<file path="config.mk">
export PLATFORM = sky130hd
export DESIGN_NAME = mac_dot_sequencer
export DESIGN_NICKNAME = d
export VERILOG_FILES = /design/src/rtl/mac_seq_pkg.sv /design/src/rtl/mac_seq_lane.sv /design/src/rtl/mac_dot_sequencer.sv
export SDC_FILE = /design/constraint.sdc
export NUM_CORES = 1
export LEC_CHECK = 0
export CAP_MARGIN = 15
export CORE_MARGIN = 5
export CORE_UTILIZATION = 55
export DETAILED_ROUTE_END_ITERATION = 6
export PLACE_DENSITY_LB_ADDON = 0.05
export SYNTH_ARGS = -nofsm -noshare
export SYNTH_HDL_FRONTEND = slang
export SYNTH_SLANG_ARGS = --single-unit
</file>
<file path="constraint.sdc">
create_clock -name clk -period 7.2 [get_ports clk]
set_input_delay 1.44 -clock clk [delete_from_list [all_inputs] [get_ports clk]]
set_output_delay 1.44 -clock clk [all_outputs]
set_load 0.02 [all_outputs]
</file>
<file path="src/rtl/mac_seq_pkg.sv">
// Shared types and constants for the MAC dot-product sequencer.
// One signed 8x8 lane feeding a 32-bit accumulator.
package mac_seq_pkg;

  localparam int unsigned ACC_W = 32;
  localparam int unsigned OP_W  = 8;

  typedef logic signed [OP_W-1:0]  operand_t;
  typedef logic signed [ACC_W-1:0] acc_t;

  typedef enum logic [1:0] {
    StIdle,
    StRun,
    StDone
  } state_e;

  // Full 16-bit signed product, sign-extended to accumulator width.
  function automatic acc_t sext_product(input operand_t a, input operand_t b);
    logic signed [2*OP_W-1:0] prod;
    prod = a * b;
    return acc_t'(prod);
  endfunction

endpackage

</file>
<file path="src/rtl/mac_seq_lane.sv">
// Single MAC lane: signed 8x8 multiplier and 32-bit accumulator.
// clr has priority over en; sum wraps modulo 2^32.
module mac_seq_lane
  import mac_seq_pkg::*;
(
  input  logic                    clk,
  input  logic                    rst,
  input  logic                    clr,
  input  logic                    en,
  input  logic signed [OP_W-1:0]  a,
  input  logic signed [OP_W-1:0]  b,
  output logic signed [ACC_W-1:0] acc
);

  acc_t acc_q;
  acc_t acc_d;
  acc_t prod;

  always_comb begin
    prod  = sext_product(a, b);
    acc_d = acc_q;
    if (clr) begin
      acc_d = '0;
    end else if (en) begin
      acc_d = acc_q + prod;
    end
  end

  always_ff @(posedge clk) begin
    if (rst) begin
      acc_q <= '0;
    end else begin
      acc_q <= acc_d;
    end
  end

  assign acc = acc_q;

endmodule

</file>
<file path="src/rtl/mac_dot_sequencer.sv">
// Sequences one MAC lane through a dot product of cmd_len operand pairs and
// returns the 32-bit sum on a valid/ready result port.
module mac_dot_sequencer
  import mac_seq_pkg::*;
#(
  parameter int unsigned K_MAX = 256,
  parameter int unsigned LEN_W = $clog2(K_MAX + 1)
) (
  input  logic                    clk,
  input  logic                    rst,

  input  logic                    cmd_valid,
  output logic                    cmd_ready,
  input  logic [LEN_W-1:0]        cmd_len,

  input  logic                    op_valid,
  output logic                    op_ready,
  input  logic signed [OP_W-1:0]  op_a,
  input  logic signed [OP_W-1:0]  op_b,

  output logic                    res_valid,
  input  logic                    res_ready,
  output logic signed [ACC_W-1:0] res_data,

  output logic                    busy
);

  state_e           state_q;
  state_e           state_d;
  logic [LEN_W-1:0] remaining_q;
  logic [LEN_W-1:0] remaining_d;

  logic cmd_hs;
  logic beat;
  logic last_beat;

  assign cmd_hs    = cmd_valid && cmd_ready;
  assign beat      = op_valid && op_ready;
  assign last_beat = beat && (remaining_q == LEN_W'(1));

  // State register
  always_ff @(posedge clk) begin
    if (rst) begin
      state_q     <= StIdle;
      remaining_q <= '0;
    end else begin
      state_q     <= state_d;
      remaining_q <= remaining_d;
    end
  end

  // Next-state logic
  always_comb begin
    state_d = state_q;
    unique case (state_q)
      StIdle: begin
        if (cmd_valid) begin
          state_d = (cmd_len == '0) ? StDone : StRun;
        end
      end
      StRun: begin
        if (last_beat) begin
          state_d = StDone;
        end
      end
      StDone: begin
        if (res_ready) begin
          state_d = StIdle;
        end
      end
      default: state_d = StIdle;
    endcase
  end

  always_comb begin
    remaining_d = remaining_q;
    if (cmd_hs) begin
      remaining_d = cmd_len;
    end else if (beat) begin
      remaining_d = remaining_q - LEN_W'(1);
    end
  end

  // Outputs decoded from state only, so no input reaches an output combinationally.
  always_comb begin
    cmd_ready = 1'b0;
    op_ready  = 1'b0;
    res_valid = 1'b0;
    busy      = 1'b1;
    unique case (state_q)
      StIdle: begin
        cmd_ready = 1'b1;
        busy      = 1'b0;
      end
      StRun:   op_ready  = 1'b1;
      StDone:  res_valid = 1'b1;
      default: busy      = 1'b1;
    endcase
  end

  mac_seq_lane u_lane (
    .clk (clk),
    .rst (rst),
    .clr (cmd_hs),
    .en  (beat),
    .a   (op_a),
    .b   (op_b),
    .acc (res_data)
  );

  // Accumulator only moves on clr/en, neither of which can fire in DONE.
  a_res_stable : assert property (
    @(posedge clk) disable iff (rst)
    (res_valid && !res_ready) |=> ($stable(res_data) && res_valid)
  );

  a_len_legal : assert property (
    @(posedge clk) disable iff (rst)
    cmd_hs |-> (cmd_len <= LEN_W'(K_MAX))
  );

  a_run_nonzero : assert property (
    @(posedge clk) disable iff (rst)
    (state_q == StRun) |-> (remaining_q != '0)
  );

endmodule
</file>
==> metrics.md, run 1 <==
| Metric | Value |
|---|---|
| IO Pins | `66` |
| Area growth from synthesis to layout | `15.4%` |
| Count of non-filler cells in the finished layout | `~1,000` |
| Via count of the first global-routing pass | `around 6,300` |
| Number of antenna diodes | `0` |
| Worst Hold Margin | `between 0.4 and 0.5 ns` |
| Number of antenna violations at the first check in global routing | `0` |
| Slew at the pin closest to its max-slew limit | `~0.96 ns` |
| Pre-CTS worst setup slack | `0.167 ns` |
| Fin worst setup slack | `0.424 ns` |
| Count of unique library cells instantiated by Yosys | `64` |
| Data required, critical path | `~7.4 ns` |
| Number of hold violations in the final report | `0` |
| Root Buffer | `clkbuf_16` |
| Library cell with the largest summed area after synthesis | `fa_1` |
| DRC viols | `0` |
| Avg Synthesized Cell Area | `about 9.4 um^2` |
| Largest clock skew in the final design | `about 0.0064 ns` |
| CTS buffer count | `5` |
| Detailed Place HPWL | `around 15,000 um` |
| Pin count of the biggest net entering global routing | `30` |
| Via density per instance | `around 5.7` |
| Number of cell instances on the worst register-to-register path | `18` |
| CP Capture Type | `flop` |
| PortBufs | `65` |
| Synthesized netlist net count | `roughly 1,000` |
| Normalized max-slew margin | `0.359` |
| Die Ht | `between 100 and 150 um` |
| Ys flop type | `dfxtp_1` |
| First-pass GRT wire length | `between 30,000 and 40,000 um` |
| Critical path start-end classification | `in2reg` |
| Number of vias in the routed layout | `a little under 6,000` |
| Clock slew at reported path FFs | `approximately 0.07 ns` |
| Overall global routing resource usage | `0.242` |
| Die ar. | `~16,000 um^2` |
| Final global-route overflow total | `0` |
| Detailed Routing Iterations Pass 1 | `4` |
| Type of element launching the critical path | `input pin` |
| Proportion of netlist area held by the largest area contributor | `0.374` |
| Final-stage net count | `approximately 1,100` |
| Synthesized instance count | `778` |
| Num rows | `42` |
| Area contributors post-synth | `fa_1, ha_1, dfxtp_1` |
| Fin. max-slew vios | `0` |
| CTS resizes | `0` |
| Asr flop ratio synth | `0` |
| Sequential area share after synthesis | `0.118` |
| RSZ-0062 raised after global routing | `false` |
| Run status | `complete, no violations` |
| Max-cap check violation count | `0` |
| Most common cell on crit path | `fa_1` |
| Fraction of layout instances using a drive strength above 1 | `0.0507` |
| Fraction of the cycle the final worst path needs | `0.941` |
| Detail Route Antenna Nets | `0` |
| Number of register bits inferred by synthesis | `between 40 and 50` |
| Number of enable-type register cells in the synthesized netlist | `0` |
| Routed WL per cell | `between 15 and 20 um` |
| Setup tns final | `0 ns` |
| Maximum clock rate | `0.148 GHz` |
| Hold path cells | `2` |
| GPL Wtd Cong | `0.893` |
| Leading post-synthesis cells by instance count | `fa_1, inv_1, nand2_1, ha_1, a21oi_1` |
| Slowest cell on crit path | `clkdlybuf4s50_1` |
| Chip width | `roughly 130 um` |
| Count of clock tree sinks | `between 40 and 50` |
| Initial DRC Count | `approximately 230` |
| Top-count cell post-synth | `fa_1` |
| Initial core utilization | `0.556` |
| Area of the core region | `about 13,000 um^2` |
| Worst-case clock buffer depth | `2` |
| Slowest stage delay, CP | `around 0.63 ns` |
| Cells along the critical path | `clkdlybuf4s50_1, nand2_1, fa_1, buf_4, fa_1, inv_1, fa_1, fa_1, ha_1, ha_1, a21o_1, o311ai_0, a21oi_1, o31ai_1, a21oi_2, a21oi_1, xor2_1, o21ai_0` |
| Synth warn | `0` |
| Cell total after placement | `about 1,000` |
| Min-delay worst type | `reg2reg` |
| Endpoints failing setup | `0` |
| Netlist area before placement | `between 7000 and 8000 um^2` |
| Shortest period the worst path allows | `approximately 6.8 ns` |
| Cts-stage hold buffer count | `0` |
| Arrival time at the worst endpoint | `slightly below 7 ns` |
| Clk Latency, worst-skew pair | `0.29 ns` |
| CTS H-tree depth | `2` |
| CTS tree | `yes` |
| Number of setup buffers added after CTS | `0` |
| Highest net fanout along the worst path | `8` |
| Final WL | `18,200 um` |
[worst max-delay path, delay by kind of cell]
kind / cells / cell delay, ns
compound gates: 7 / 1.35
fa+ha+maj: 6 / 2.82
buf+inv: 3 / 0.89
simple gates: 1 / 0.22
xor+xnor: 1 / 0.23
[path summary, 6_finish.rpt]
path / slack, ns / from / to
setup reg to reg: 2.10 / u_lane.acc[6] / u_lane.acc[22]
hold / removal: 0.48 / u_lane.acc[4] / u_lane.acc[4]
setup / recovery: 0.42 / op_b[2] / u_lane.acc[22]
hold reg to reg: 0.48 / u_lane.acc[4] / u_lane.acc[4]
[placed cells by master, fill, tap and decap left out, types with 3 or more instances in the layout]
cell type,Yosys,layout
a21oi_1,50,50
clkdlybuf4s50_1,0,65
nor2b_1,4,4
nand4_1,5,5
o21ai_2,3,3
or4_1,3,3
buf_4,0,15
fa_1,136,136
a221oi_1,4,4
a21boi_0,3,3
and3_1,7,7
nand2_1,82,82
nor2_1,46,46
a211oi_1,10,10
a21o_1,9,9
buf_12,0,3
xnor2_1,14,14
ha_1,72,72
xor2_1,14,14
o21ai_0,27,27
and2_1,33,32
inv_1,107,107
nor3b_1,3,3
a31oi_1,3,3
nor3_1,9,9
o22ai_1,3,3
o21ai_1,5,5
dfxtp_1,43,43
o211ai_1,7,7
nand2b_1,4,4
clkbuf_16,0,5
nand3_1,10,10
and2b_1,3,3
o21a_1,3,3
[cell type report]
class                   count  area [um^2]
inverters                 108          405
repair buffers             83          823
clock inverters             2         37.5
clock buffers               5          125
multi-input cells         607         5920
flip-flops and latches     43          861
fillers                  1129         4690
well taps                 176          220
[sequential cells by signal (all words and copies together), names as in the netlist]
| register | flops |
|---|---|
| u_lane.acc | 32 |
| remaining_q | 9 |
| state_q | 2 |
[cell families (layout without fill, tap and decap cells)]
group,count (synthesis),after routing,synth area share
AND/OR/NAND/NOR,219,219,0.146
flip-flops,43,43,0.118
XOR/XNOR,28,28,0.0337
buffers and inverters,128,198,0.0681
adder cells (fa/ha/maj),208,208,0.498
AO/OA/AOI/OAI,152,152,0.136
[through the flow]
step                       util  cell area, um^2
after floorplan               -             7280
after global placement    0.629             8230
after detailed placement  0.629             8230
after CTS                 0.641             8390
after global routing      0.641             8390
final                     0.641             8390
[layer usage]
metal  part of all wire  track usage  routed length (um)
met5                  0            0                   0
met4              0.016       0.0510                 298
met3              0.036       0.0286                 656
met2               0.51        0.430                9240
met1               0.44        0.322                7980
Power of run 1 is left out: the tool's default activity adds up to more than one toggle a clock period on the data nets, which glitch-free logic cannot reach.
==> run 2, diff against run 1 <==
- SETUP_SLACK_MARGIN: not set -> 0.1
- clock period: 7.2 -> 5.95 ns (I/O delays scaled with it)
==> metrics.md, run 2 (synthesized netlist as in run 1, its figures left out) <==
| Metric | Value |
|---|---|
| Run status | `complete, no violations` |
| Fill cell total of the finished layout | `982 (-13%)` |
| PortBufs | `65 (unchanged)` |
| Detail Route Antenna Nets | `0 (unchanged)` |
| Critical path start-end classification | `in2reg` |
| Arrival time at the worst endpoint | `6.00 ns (-0.95 ns)` |
| CTS buffer count | `5 (unchanged)` |
| Data required, critical path | `6.16 ns (-1.21 ns)` |
| Pin count of the biggest net entering global routing | `30 (unchanged)` |
| Fin. max-slew vios | `0 (unchanged)` |
| First-pass GRT wire length | `33,500 um (+7.6%)` |
| Normalized max-slew margin | `0.381 (+0.0215)` |
| Cell area after placement | `9130 um^2 (+11%)` |
| Chip width | `125 um (unchanged)` |
| CP Capture Type | `flop` |
| Max FFs per register | `32 (unchanged)` |
| Commonest cells after routing, fill and taps aside | `fa_1, buf_4, inv_1, nand2_1, ha_1` |
| Final global-route overflow total | `0 (unchanged)` |
| Number of vias in the routed layout | `6,239 (+7.5%)` |
| Endpoints failing setup | `0 (unchanged)` |
| Final non-filler cell area | `9740 um^2 (+16%)` |
| Routed WL per cell | `17.8 um (+0.19%)` |
| Die Ht | `125 um (unchanged)` |
| Via count of the first global-routing pass | `6,842 (+9.0%)` |
| Max-cap check violation count | `0 (unchanged)` |
| Final-stage net count | `1,204 (+11%)` |
| Multi-input logic area | `6340 um^2 (+7.2%)` |
| Highest net fanout along the worst path | `6 (-2)` |
| Initial DRC Count | `339 (+45%)` |
| Root Buffer | `clkbuf_16` |
| Cts-stage hold buffer count | `0 (unchanged)` |
| Detailed Place HPWL | `16,100 um (+8.1%)` |
| Worst Hold Margin | `0.477 ns (-0.00307 ns)` |
| Largest clock skew in the final design | `0.00601 ns (-0.000354 ns)` |
| Area growth from synthesis to layout | `33.8%` |
| CTS tree | `yes` |
| Slew at the pin closest to its max-slew limit | `0.925 ns (-0.0321 ns)` |
| Count of clock tree sinks | `43 (unchanged)` |
| Reg2Reg Setup Slack | `1.06 ns (-1.04 ns)` |
| GPL Wtd Cong | `0.911 (+2.0%)` |
| Die ar. | `15,600 um^2 (unchanged)` |
| Fraction of the cycle the final worst path needs | `0.973` |
| Overall global routing resource usage | `0.261 (+0.0192)` |
| IO Pins | `66 (unchanged)` |
| Area of the core region | `13,100 um^2 (unchanged)` |
| Maximum clock rate | `~0.17 GHz` |
| Final WL | `20,300 um (+12%)` |
| Number of antenna diodes | `0 (unchanged)` |
| RSZ-0062 raised after global routing | `true` |
| Initial core utilization | `0.556 (unchanged)` |
| Register area | `861 um^2 (unchanged)` |
| Clk Latency, worst-skew pair | `0.29 ns (about the same)` |
| Setup tns final | `0 ns (unchanged)` |
| Min-delay worst type | `reg2reg` |
| Detailed Routing Iterations Pass 1 | `5 (+1)` |
| Most frequent standard cell in the layout excluding fill and tap cells | `fa_1` |
| DRC viols | `0 (unchanged)` |
| Shortest period the worst path allows | `slightly below 6 ns` |
| Number of antenna violations at the first check in global routing | `0 (unchanged)` |
| Number of hold violations in the final report | `0 (unchanged)` |
| Worst-case clock buffer depth | `2 (unchanged)` |
| Fraction of layout instances using a drive strength above 1 | `0.234 (+0.183)` |
| Num rows | `42 (unchanged)` |
| Via density per instance | `5.46 (-3.6%)` |
| CTS H-tree depth | `2 (unchanged)` |
| Clock slew at reported path FFs | `0.07 ns (about the same)` |
| Type of element launching the critical path | `input pin` |
## run 2: cell count changes in the layout (fill, tap and decap cells not counted), sizes merged, moves of 2 or more
| cell | change |
|---|---|
| buf | +117 |
| inv | -2 |
| clkdlybuf4s50 | -16 |
| dlygate4sd2 | +4 |
| clkdlybuf4s15 | +2 |
| clkbuf | +10 |
## run 2: worst max-delay path, cell delays in order
cell and delay [ns]:
buf_4 0.15, buf_6 0.13, and2_1 0.19, o21bai_4 0.19, ha_4 0.27, inv_2 0.03
fa_2 0.57, clkinvlp_4 0.20, buf_12 0.20, fa_1 0.48, fa_1 0.56, ha_4 0.21
ha_4 0.26, a21o_1 0.10, a21o_1 0.18, nor2_1 0.06, o2bb2ai_1 0.13, a21oi_2 0.24
a21oi_2 0.12, or4_1 0.41, o211ai_1 0.12
## run 2: what timing repair did
| action | in CTS | in global routing |
|---|---|---|
| pin swaps | 23 | 30 |
| gates resized for setup | 48 | 59 |
| buffers inserted | 4 | 3 |
| setup endpoints to repair | 20 | 20 |
| cloned | 1 | 1 |
## run 2: final cells by class
type                       instances  area share
timing repair buffer             200       0.180
tap                              176      0.0226
sequential                        43      0.0884
multi-input combinational        608       0.652
clock buffer                       6      0.0143
inverter                         108      0.0429
clock inverter                     1    0.000514
## run 2: per-layer routing
metal / wire length (um) / track usage
met5: 0 / 0
met4: 488 / 0.0689
met3: 672 / 0.0252
met2: 10700 / 0.473
met1: 8410 / 0.337
## run 2: path summary, 6_finish.rpt
path             startpoint             end  cells past startpoint
max reg2reg   u_lane.acc[4]  u_lane.acc[24]                     20
min reg2reg  remaining_q[7]  remaining_q[7]                      2
min          remaining_q[7]  remaining_q[7]                      2
max                 op_a[7]  u_lane.acc[24]                     21
## run 2: through the flow
stage / instances / utilization / worst slack [ns]
global route: 1142 / 0.744 / 0.00498
global placement: 1126 / 0.698 / -0.620
finish: 1142 / 0.744 / 0.159
floorplan: 778 / - / 0.127
CTS: 1138 / 0.723 / 0.105
detailed placement: 1126 / 0.698 / -0.661
Power of run 2 is left out for the same reason.
==> run 3, diff against run 2 <==
- CORE_UTILIZATION: 55 -> 44
- SKIP_CTS_REPAIR_TIMING: not set -> 1
==> metrics.md, run 3 (synthesized netlist as in run 1, its figures left out) <==
| Metric | Value |
|---|---|
| Run status | `complete, no violations` |
| Area growth from synthesis to layout | `36.1%` |
| Initial DRC Count | `216 (-36%)` |
| Most frequent standard cell in the layout excluding fill and tap cells | `buf_4` |
| Root Buffer | `clkbuf_16` |
| Chip width | `139 um (+11%)` |
| Register area | `861 um^2 (unchanged)` |
| Worst Hold Margin | `0.482 ns (+0.00464 ns)` |
| Area of the core region | `16,400 um^2 (+25%)` |
| Num rows | `47 (+12%)` |
| CTS buffer count | `5 (unchanged)` |
| Shortest period the worst path allows | `5.71 ns (-0.0820 ns)` |
| Max-cap check violation count | `0 (unchanged)` |
| Fraction of the cycle the final worst path needs | `0.960 (-0.0138)` |
| Pin count of the biggest net entering global routing | `30 (unchanged)` |
| Arrival time at the worst endpoint | `5.93 ns (-0.07 ns)` |
| Reg2Reg Setup Slack | `1.08 ns (+0.02 ns)` |
| Final-stage net count | `1,216 (+1.0%)` |
| Type of element launching the critical path | `input pin` |
| Critical path start-end classification | `in2reg` |
| Initial core utilization | `0.443 (-0.113)` |
| Number of hold violations in the final report | `0 (unchanged)` |
| WHS Endpoint | `u_lane.acc[0]` |
| CTS H-tree depth | `2 (unchanged)` |
| Hold path cells | `2 (unchanged)` |
| IO Pins | `66 (unchanged)` |
| Clk Latency, worst-skew pair | `0.30 ns (about the same)` |
| Slew at the pin closest to its max-slew limit | `0.915 ns (-0.0103 ns)` |
| Die Ht | `139 um (+11%)` |
| Highest net fanout along the worst path | `8 (+2)` |
| Endpoints failing setup | `0 (unchanged)` |
| Final WL | `19,900 um (-1.8%)` |
| Cell area after placement | `9210 um^2 (+0.85%)` |
| Fraction of layout instances using a drive strength above 1 | `0.245 (+0.0112)` |
| Detail Route Antenna Nets | `0 (unchanged)` |
| First-pass GRT wire length | `33,200 um (-0.99%)` |
| Final global-route overflow total | `0 (unchanged)` |
| Endpoint of the most critical register-to-register path | `u_lane.acc[24]` |
| CP Capture Type | `flop` |
| Final non-filler cell area | `9910 um^2 (+1.7%)` |
| Count of clock tree sinks | `43 (unchanged)` |
| Fin. max-slew vios | `0 (unchanged)` |
| Die ar. | `19,200 um^2 (+23%)` |
| Commonest cells after routing, fill and taps aside | `buf_4, fa_1, inv_1, nand2_1, ha_1` |
| CTS tree | `yes` |
| Multi-input logic area | `6300 um^2 (-0.71%)` |
| Normalized max-slew margin | `0.388 (+0.00687)` |
| Via density per instance | `5.15 (-5.8%)` |
| Min-delay worst type | `reg2reg` |
| Data required, critical path | `6.17 ns (about the same)` |
| PortBufs | `65 (unchanged)` |
| Detailed Place HPWL | `16,100 um (about the same)` |
| Count of non-filler cells in the finished layout | `1,199 (+5.0%)` |
| GPL Wtd Cong | `0.892 (-2.2%)` |
| Overall global routing resource usage | `0.210 (-0.0515)` |
| Detailed Routing Iterations Pass 1 | `5 (unchanged)` |
| Worst Min Path Start | `u_lane.acc[0]` |
| Cell total after placement | `1,173 (+4.2%)` |
| Largest clock skew in the final design | `0.00833 ns (+0.00231 ns)` |
| Clock slew at reported path FFs | `0.07 ns (about the same)` |
| Worst-case clock buffer depth | `2 (unchanged)` |
| Number of vias in the routed layout | `6,169 (-1.1%)` |
| DRC viols | `0 (unchanged)` |
| Max FFs per register | `32 (unchanged)` |
| Number of antenna diodes | `0 (unchanged)` |
| Maximum clock rate | `0.175 GHz (+1.4%)` |
| Startpoint of the most critical register-to-register path | `u_lane.acc[4]` |
| Number of antenna violations at the first check in global routing | `0 (unchanged)` |
| Fill cell total of the finished layout | `1,417 (+44%)` |
| Via count of the first global-routing pass | `6,697 (-2.1%)` |
| Routed WL per cell | `16.6 um (-6.4%)` |
| Number of cell instances on the worst register-to-register path | `20 (unchanged)` |
| RSZ-0062 raised after global routing | `false` |
-- run 3: cell count changes in the layout (fill, tap and decap cells not counted), moves of 3 or more --
cell / change
ha_1: +6
buf_4: +12
o21ai_2: +4
clkbuf_2: -5
ha_2: +3
nand2_1: -3
o21ai_0: -7
nand2_2: +3
o21ai_1: +3
dlymetal6s2s_1: +11
dlygate4sd2_1: -4
ha_4: -9
-- run 3: stage by stage --
step           utilization  TNS (ns)  setup slack (ns)
2_1_floorplan            -         0             0.127
3_3_place_gp         0.561     -8.86            -0.749
3_5_place_dp         0.561     -9.22            -0.787
4_1_cts              0.571     -3.61            -0.512
5_1_grt              0.604         0            0.0658
6_report             0.604         0             0.241
-- run 3: cell type report --
cell class                      count  share of cell area
Clock buffer                        6              0.0140
Sequential cell                    43              0.0869
Multi-Input combinational cell    607               0.636
Tap cell                          220              0.0278
Clock inverter                      2             0.00164
Timing Repair Buffer              213               0.192
Inverter                          108              0.0417
-- run 3: how the worst max path moves through the flow --
stage | start | endpoint | cells past startpoint
3_3_place_gp | op_a[7] | u_lane.acc[31] | 18
6_report | op_a[7] | u_lane.acc[24] | 21
3_5_place_dp | op_a[7] | u_lane.acc[31] | 18
2_1_floorplan | op_b[1] | u_lane.acc[28] | 17
4_1_cts | op_a[7] | u_lane.acc[31] | 18
5_1_grt | op_b[4] | u_lane.acc[24] | 19
-- run 3: critical path, cell delays in order --
cell	delay [ns]
buf_6	0.11
buf_6	0.12
and2_4	0.15
o21bai_1	0.15
ha_1	0.33
inv_2	0.05
fa_2	0.60
clkinvlp_4	0.10
buf_12	0.15
buf_4	0.13
fa_1	0.49
fa_1	0.41
ha_1	0.28
ha_1	0.38
a21o_1	0.23
nor2_2	0.06
o2bb2ai_2	0.14
a21oi_4	0.22
a21oi_4	0.11
or4_1	0.41
o211ai_1	0.10
-- run 3: metal layers --
layer  wire, um  GRT usage  vias to the layer above
met5          0          0                        -
met4        384     0.0478                        0
met3        780     0.0276                       28
met2       9910      0.367                      128
met1       8870      0.279                     3051
li1           -          -                     2962
Power of run 3 is left out for the same reason.
